--- src/rtl/route_executor_pkg.sv ---
// Shared types and helpers for the route executor: FSM states, throat turnout
// indices and the route-to-turnout / route-to-signal maps.
package route_executor_pkg;

   typedef enum logic [2:0] {
      ST_IDLE,
      ST_CHECK,
      ST_PULSE,
      ST_WAIT_DET,
      ST_LOCKED,
      ST_FAULT
   } state_t;

   localparam logic [1:0] TURNOUT_LEFT_FIRST  = 2'd0;
   localparam logic [1:0] TURNOUT_RIGHT_FIRST = 2'd2;

   // Station bit 1 sets the outer turnout of the throat, bit 0 the inner one.
   function automatic logic [3:0] route_targets(input logic side, input logic [1:0] station);
      return side ? {station[0], station[1], 2'b00} : {2'b00, station[0], station[1]};
   endfunction

   function automatic logic [3:0] route_mask(input logic side);
      return side ? 4'b1100 : 4'b0011;
   endfunction

   function automatic logic [3:0] signal_onehot(input logic side, input logic approach);
      return 4'b0001 << {side, approach};
   endfunction

endpackage

--- src/rtl/route_executor_cycle_timer.sv ---
// Loadable down-counter shared by the motor pulse and the detection timeout;
// holds at zero rather than wrapping.
module route_executor_cycle_timer #(
   parameter int WIDTH = 8
) (
   input  logic             i_clk,
   input  logic             i_rst_n,
   input  logic             i_load,
   input  logic [WIDTH-1:0] i_load_value,
   output logic             o_done
);

   logic [WIDTH-1:0] r_count;

   always_ff @(posedge i_clk or negedge i_rst_n) begin
      if (!i_rst_n) begin
         r_count <= '0;
      end else if (i_load) begin
         r_count <= i_load_value;
      end else if (r_count != '0) begin
         r_count <= r_count - 1'b1;
      end
   end

   assign o_done = (r_count == '0);

endmodule

--- src/rtl/route_executor.sv ---
// Sets one interlocked route: moves and proves each throat turnout in turn,
// then locks the route and clears the approach signal until release or fault.
module route_executor
   import route_executor_pkg::*;
#(
   parameter int NUM_TURNOUTS   = 4,
   parameter int PULSE_CYCLES   = 25_000_000,
   parameter int TIMEOUT_CYCLES = 100_000_000
) (
   input  logic                    CLOCK_50,
   input  logic                    RESET_N,
   input  logic                    req_valid,
   output logic                    req_ready,
   input  logic                    req_side,
   input  logic                    req_approach,
   input  logic [1:0]              req_station,
   // "release" is a reserved word in SystemVerilog, hence the longer name.
   input  logic                    route_release,
   input  logic                    fault_ack,
   input  logic [NUM_TURNOUTS-1:0] det_pos,
   input  logic [NUM_TURNOUTS-1:0] det_valid,
   output logic [NUM_TURNOUTS-1:0] motor_en,
   output logic [NUM_TURNOUTS-1:0] motor_dir,
   output logic [3:0]              signal_green,
   output logic                    route_locked,
   output logic                    fault,
   output logic [1:0]              fault_turnout
);

   localparam int MAX_CYCLES = (PULSE_CYCLES > TIMEOUT_CYCLES) ? PULSE_CYCLES : TIMEOUT_CYCLES;
   localparam int CW         = $clog2(MAX_CYCLES + 1);

   state_t                  r_state;
   state_t                  w_next_state;
   logic [1:0]              r_idx;
   logic [1:0]              w_idx_next;
   logic                    r_side;
   logic                    r_approach;
   logic [1:0]              r_station;
   logic [NUM_TURNOUTS-1:0] r_motor_dir;
   logic [1:0]              r_fault_turnout;

   logic [NUM_TURNOUTS-1:0] w_targets;
   logic [NUM_TURNOUTS-1:0] w_mask;
   logic [NUM_TURNOUTS-1:0] w_ok;
   logic [NUM_TURNOUTS-1:0] w_lost;
   logic                    w_cur_ok;
   logic                    w_capture;
   logic                    w_dir_load;
   logic                    w_fault_set;
   logic                    w_fault_clear;
   logic [1:0]              w_fault_idx;
   logic                    w_timer_load;
   logic [CW-1:0]           w_timer_value;
   logic                    w_timer_done;

   assign w_targets = route_targets(r_side, r_station);
   assign w_mask    = route_mask(r_side);
   assign w_ok      = det_valid & ~(det_pos ^ w_targets);
   assign w_lost    = w_mask & ~w_ok;
   assign w_cur_ok  = w_ok[r_idx];

   route_executor_cycle_timer #(
      .WIDTH(CW)
   ) u_timer (
      .i_clk        (CLOCK_50),
      .i_rst_n      (RESET_N),
      .i_load       (w_timer_load),
      .i_load_value (w_timer_value),
      .o_done       (w_timer_done)
   );

   always_ff @(posedge CLOCK_50 or negedge RESET_N) begin
      if (!RESET_N) begin
         r_state         <= ST_IDLE;
         r_idx           <= '0;
         r_side          <= 1'b0;
         r_approach      <= 1'b0;
         r_station       <= '0;
         r_motor_dir     <= '0;
         r_fault_turnout <= '0;
      end else begin
         r_state <= w_next_state;
         if (w_capture) begin
            r_side     <= req_side;
            r_approach <= req_approach;
            r_station  <= req_station;
            r_idx      <= req_side ? TURNOUT_RIGHT_FIRST : TURNOUT_LEFT_FIRST;
         end else begin
            r_idx <= w_idx_next;
         end
         if (w_dir_load) begin
            r_motor_dir[r_idx] <= w_targets[r_idx];
         end
         if (w_fault_set) begin
            r_fault_turnout <= w_fault_idx;
         end else if (w_fault_clear) begin
            r_fault_turnout <= '0;
         end
      end
   end

   // After a successful move, WAIT_DET returns to CHECK on the same turnout,
   // which re-proves it and advances in one cycle.
   always_comb begin
      w_next_state  = r_state;
      w_idx_next    = r_idx;
      w_capture     = 1'b0;
      w_dir_load    = 1'b0;
      w_fault_set   = 1'b0;
      w_fault_clear = 1'b0;
      w_fault_idx   = r_idx;
      w_timer_load  = 1'b0;
      w_timer_value = '0;
      unique case (r_state)
         ST_IDLE: begin
            if (req_valid) begin
               w_capture    = 1'b1;
               w_next_state = ST_CHECK;
            end
         end
         ST_CHECK: begin
            if (w_cur_ok) begin
               if (r_idx[0]) begin
                  w_next_state = ST_LOCKED;
               end else begin
                  w_idx_next = r_idx + 2'd1;
               end
            end else begin
               w_next_state  = ST_PULSE;
               w_dir_load    = 1'b1;
               w_timer_load  = 1'b1;
               w_timer_value = CW'(PULSE_CYCLES - 1);
            end
         end
         ST_PULSE: begin
            if (w_timer_done) begin
               w_next_state  = ST_WAIT_DET;
               w_timer_load  = 1'b1;
               w_timer_value = CW'(TIMEOUT_CYCLES - 1);
            end
         end
         ST_WAIT_DET: begin
            if (w_cur_ok) begin
               w_next_state = ST_CHECK;
            end else if (w_timer_done) begin
               w_next_state = ST_FAULT;
               w_fault_set  = 1'b1;
            end
         end
         ST_LOCKED: begin
            if (w_lost != '0) begin
               w_next_state = ST_FAULT;
               w_fault_set  = 1'b1;
               w_fault_idx  = w_lost[{r_side, 1'b0}] ? {r_side, 1'b0} : {r_side, 1'b1};
            end else if (route_release) begin
               w_next_state = ST_IDLE;
            end
         end
         ST_FAULT: begin
            if (fault_ack) begin
               w_next_state  = ST_IDLE;
               w_fault_clear = 1'b1;
            end
         end
         default: begin
            w_next_state = ST_IDLE;
         end
      endcase
   end

   always_comb begin
      req_ready     = (r_state == ST_IDLE);
      motor_en      = (r_state == ST_PULSE) ? (NUM_TURNOUTS'(1) << r_idx) : '0;
      motor_dir     = r_motor_dir;
      signal_green  = (r_state == ST_LOCKED) ? signal_onehot(r_side, r_approach) : 4'b0000;
      route_locked  = (r_state == ST_LOCKED);
      fault         = (r_state == ST_FAULT);
      fault_turnout = r_fault_turnout;
   end

endmodule

--- config.mk ---
export PLATFORM = sky130hd
export DESIGN_NAME = route_executor
export DESIGN_NICKNAME = d
export VERILOG_FILES = /design/src/rtl/route_executor_pkg.sv /design/src/rtl/route_executor_cycle_timer.sv /design/src/rtl/route_executor.sv
export SDC_FILE = /design/constraint.sdc
export NUM_CORES = 1
export LEC_CHECK = 0
export BUFFER_PORTS_ARGS = -buffer_cell sky130_fd_sc_hd__buf_4
export CORE_MARGIN = 2
export CORE_UTILIZATION = 35
export DETAILED_ROUTE_END_ITERATION = 12
export PLACE_DENSITY_LB_ADDON = 0.3
export SLEW_MARGIN = 20
export SYNTH_ARGS = -nofsm -noshare
export SYNTH_HDL_FRONTEND = slang
export SYNTH_SLANG_ARGS = --single-unit
--- constraint.sdc ---
create_clock -name CLOCK_50 -period 2.87 [get_ports CLOCK_50]
set_clock_uncertainty 0.2 [all_clocks]
set_input_delay 0.287 -clock CLOCK_50 [delete_from_list [all_inputs] [get_ports CLOCK_50]]
set_output_delay 0.287 -clock CLOCK_50 [all_outputs]
set_load 0.005 [all_outputs]
==> impl_metrics.toml <==
[clocking]
clkTransAtPathRegs_ns = 0.09
cts_inserted_buffers = 5
ctsHtreeMaxLevel = 2
cts_setup_buffers = 0
clock_sinks = 42
root_buffer = "clkbuf_8"
cts_tree = "yes"
cts_buffer_depth = 2
clkLatencyLatePin_ns = 0.29

[yosys]
synth_warnings = 0
ys_top_cells_by_area = "dfrtp_1 40%, xnor2_1 7.3%, nand2_1 6.2%, nor2_1 3.1%, nor3_1 3.1%"
yosys.cell_types.count = 49
synth_top_cell_area_share = 0.401
synth-seq-area-share = 0.401
synthesis.area_um2 = 2620
synth_fp_nets = 303
synth_edf_count = 0
synthFlopType = "dfrtp_1"
syn_inst = 284
ys_seq_elements = 42
async_flop_share = 1.00
avgSynthCellArea_um2 = 9.24
synth.largest_area_cell = "dfrtp_1"

[finish]
seq_area_um2 = 1050
multi_input_area_um2 = 1490
fin_nets = 343
antenna_cells = 0
area_delta_synth_final_pct = 19.6
drive_gt1_frac = 0.228
nFillCells = 715

[route]
drtPass1Iterations = 4
vias = 2202
vias_per_cell = 5.19
drc = 0
wl_mm = 6.10
ant_nets = 0
drtIter0Drc = 61
wl_per_cell_um = 14.4

[die]
ios = 34
dieArea_um2 = 8200
start_util = 0.362
coreArea_um2 = 7250
fp.dieW_um = 90.6
rows = 31
die_y_um = 90.6

[critical_path]
cp.required_ns = 2.88
path_class = "flop to flop"
worstSetupStartpointType = "flop"
crit_fanout = 8
critPathArrivalTime_ns = 2.58
end_kind = "flop"
reg2reg_from = "u_timer.r_count[13]$_DFFE_PN0P_"
rr_worst_depth = 5
r2r_setup_slack_ns = 0.30
reg2reg_to = "fault_turnout[1]$_DFFE_PN0P_"

[place]
gp_congestion = 0.824
dpl.hpwl_mm = 4.38
port_buffers = 33

[timing]
slew_violations = 0
slew-limit-headroom = 0.639
setup_viol = 0
finalCriticalPeriod_ns = 2.57
rsz0062_at_grt = "false"
hold_violations = 0
tightest_slew_ns = 0.541
final.setup.tns_ns = 0
hold_slack_ns = 0.0283
clock.fmax_ghz = 0.389
finalCritPeriodShare = 0.896

[power]
powerDensity_nw_per_um2 = 777
ir_drop_mv = 0.217
power_frac_comb = 0.461
p_int_mw = 1.44
swShare = 0.408
power.net_switching_uw = 995
leakage_nw = 1.29
clock_power_share = 0.163
pwr-share-seq = 0.376

[min_path]
hp-class = "input pin to flop"
hold_depth = 2
holdPathEnd = "r_approach$_DFFE_PN0P_"
min_from = "req_approach"

[global_routing]
grtUsageTotal = 0.153
grt_pass1_vias = 2103
antenna_found_initial = 0
globalRouteOverflowTotal = 0
grt_pass1_wl_mm = 10.5
grt_max_degree = 43

[status]
status = "complete, no violations"

[run]
drv_cap = 0
-- stage by stage --
step | std cells | power [mW] | worst slack, ns | utilization | cell area, um2
6_report | 424 | 2.44 | 0.300 | 0.433 | 3140
5_1_grt | 424 | 2.63 | 0.172 | 0.433 | 3140
4_1_cts | 424 | 2.46 | 0.293 | 0.433 | 3140
3_5_place_dp | 415 | 2.05 | 0.307 | 0.419 | 3040
3_3_place_gp | 415 | 2.05 | 0.381 | 0.419 | 3040
2_1_floorplan | 284 | 1.67 | 0.567 | - | 2620
-- cells in the final DEF (no fill, tap or decap), drive strengths merged, types with 4 or more instances in the layout --
cell type  count
a21oi          9
nor3          16
nor4          11
mux2i          4
mux2           4
dfrtp         42
o41ai          4
nor2          22
clkbuf         7
nor2b          4
nand2b         5
and3           4
xnor2         22
inv            7
or3            7
o21ai         13
nand2         43
a31oi          5
or2            4
nand3          6
buf           45
xor2           4
-- registers in the layout, indices dropped and copies added, names as in the netlist --
| signal | count |
|---|---|
| r_side | 1 |
| r_idx | 2 |
| u_timer.r_count | 27 |
| fault_turnout | 2 |
| r_state | 3 |
| r_approach | 1 |
| r_station | 2 |
| motor_dir | 4 |
-- worst max path at each step --
stage	start	endpoint	slack, ns
6_report	u_timer.r_count[13]$_DFFE_PN0P_	fault_turnout[1]$_DFFE_PN0P_	0.30
5_1_grt	u_timer.r_count[13]$_DFFE_PN0P_	fault_turnout[0]$_DFFE_PN0P_	0.17
4_1_cts	u_timer.r_count[17]$_DFFE_PN0P_	fault_turnout[1]$_DFFE_PN0P_	0.29
3_5_place_dp	u_timer.r_count[17]$_DFFE_PN0P_	fault_turnout[1]$_DFFE_PN0P_	0.31
3_3_place_gp	u_timer.r_count[13]$_DFFE_PN0P_	fault_turnout[0]$_DFFE_PN0P_	0.38
2_1_floorplan	u_timer.r_count[17]$_DFFE_PN0P_	fault_turnout[0]$_DFFE_PN0P_	0.57
-- what timing repair did --
| action | in CTS | in global routing |
|---|---|---|
| gates resized for setup | 0 | 0 |
| hold buffers | 1 | 0 |
| hold endpoints to repair | 42 | 0 |
-- logic make-up (layout without fill, tap and decap cells) --
logic type | count (synthesis) | in the layout | share of synthesized area
AND/OR/NAND/NOR | 137 | 137 | 0.285
AO/OA/AOI/OAI | 49 | 49 | 0.152
flip-flops | 42 | 42 | 0.401
XOR/XNOR | 26 | 26 | 0.0868
buffers and inverters | 20 | 61 | 0.0334
multiplexers | 8 | 8 | 0.0324
adder cells (fa/ha/maj) | 2 | 2 | 0.00954
-- cell type report --
cell class | instances | share of cell area
clock buffers | 7 | 0.0275
clock inverters | 1 | 0.00159
inverters | 7 | 0.00837
multi-input cells | 222 | 0.473
flip-flops and latches | 42 | 0.335
well taps | 99 | 0.0395
repair buffers | 46 | 0.115
-- worst max-delay path, cell delays in order, from the launching register on --
cell and delay [ns]:
dfrtp_1 0.41, nor3_1 0.40, nand4_4 0.22, or4_1 0.75, o31ai_4 0.28, mux2i_1 0.22
-- synth_stat cells (4+ instances only) --
master    number
nand3_1        6
xnor2_1       22
nand2b_1       5
nor2b_1        4
a31oi_1        5
a21oi_1        9
o21ai_1        6
nor3_1        16
and3_1         4
mux2i_1        4
inv_1          7
nor2_1        22
nand2_1       43
nor4_1         6
or3_1          7
o21ai_0        7
mux2_2         4
dfrtp_1       42
or2_2          4
buf_2         10
xor2_1         4
-- metal layers --
metal  track usage  up-vias  routed length, um
li1              -     1092                  -
met1         0.221     1047               3010
met2         0.231       53               2740
met3        0.0267       10                246
met4        0.0500        0                100
met5             0        -                  0
-- power groups by stage --
stage	Combinational (mW)	Sequential, mW	Clock (mW)
6_report	1.12	0.917	0.396
5_1_grt	1.25	0.945	0.432
4_1_cts	1.13	0.914	0.410
3_5_place_dp	1.12	0.925	0
3_3_place_gp	1.13	0.921	0
2_1_floorplan	0.842	0.827	0
Note: power is estimated with default switching activity, not from simulation.
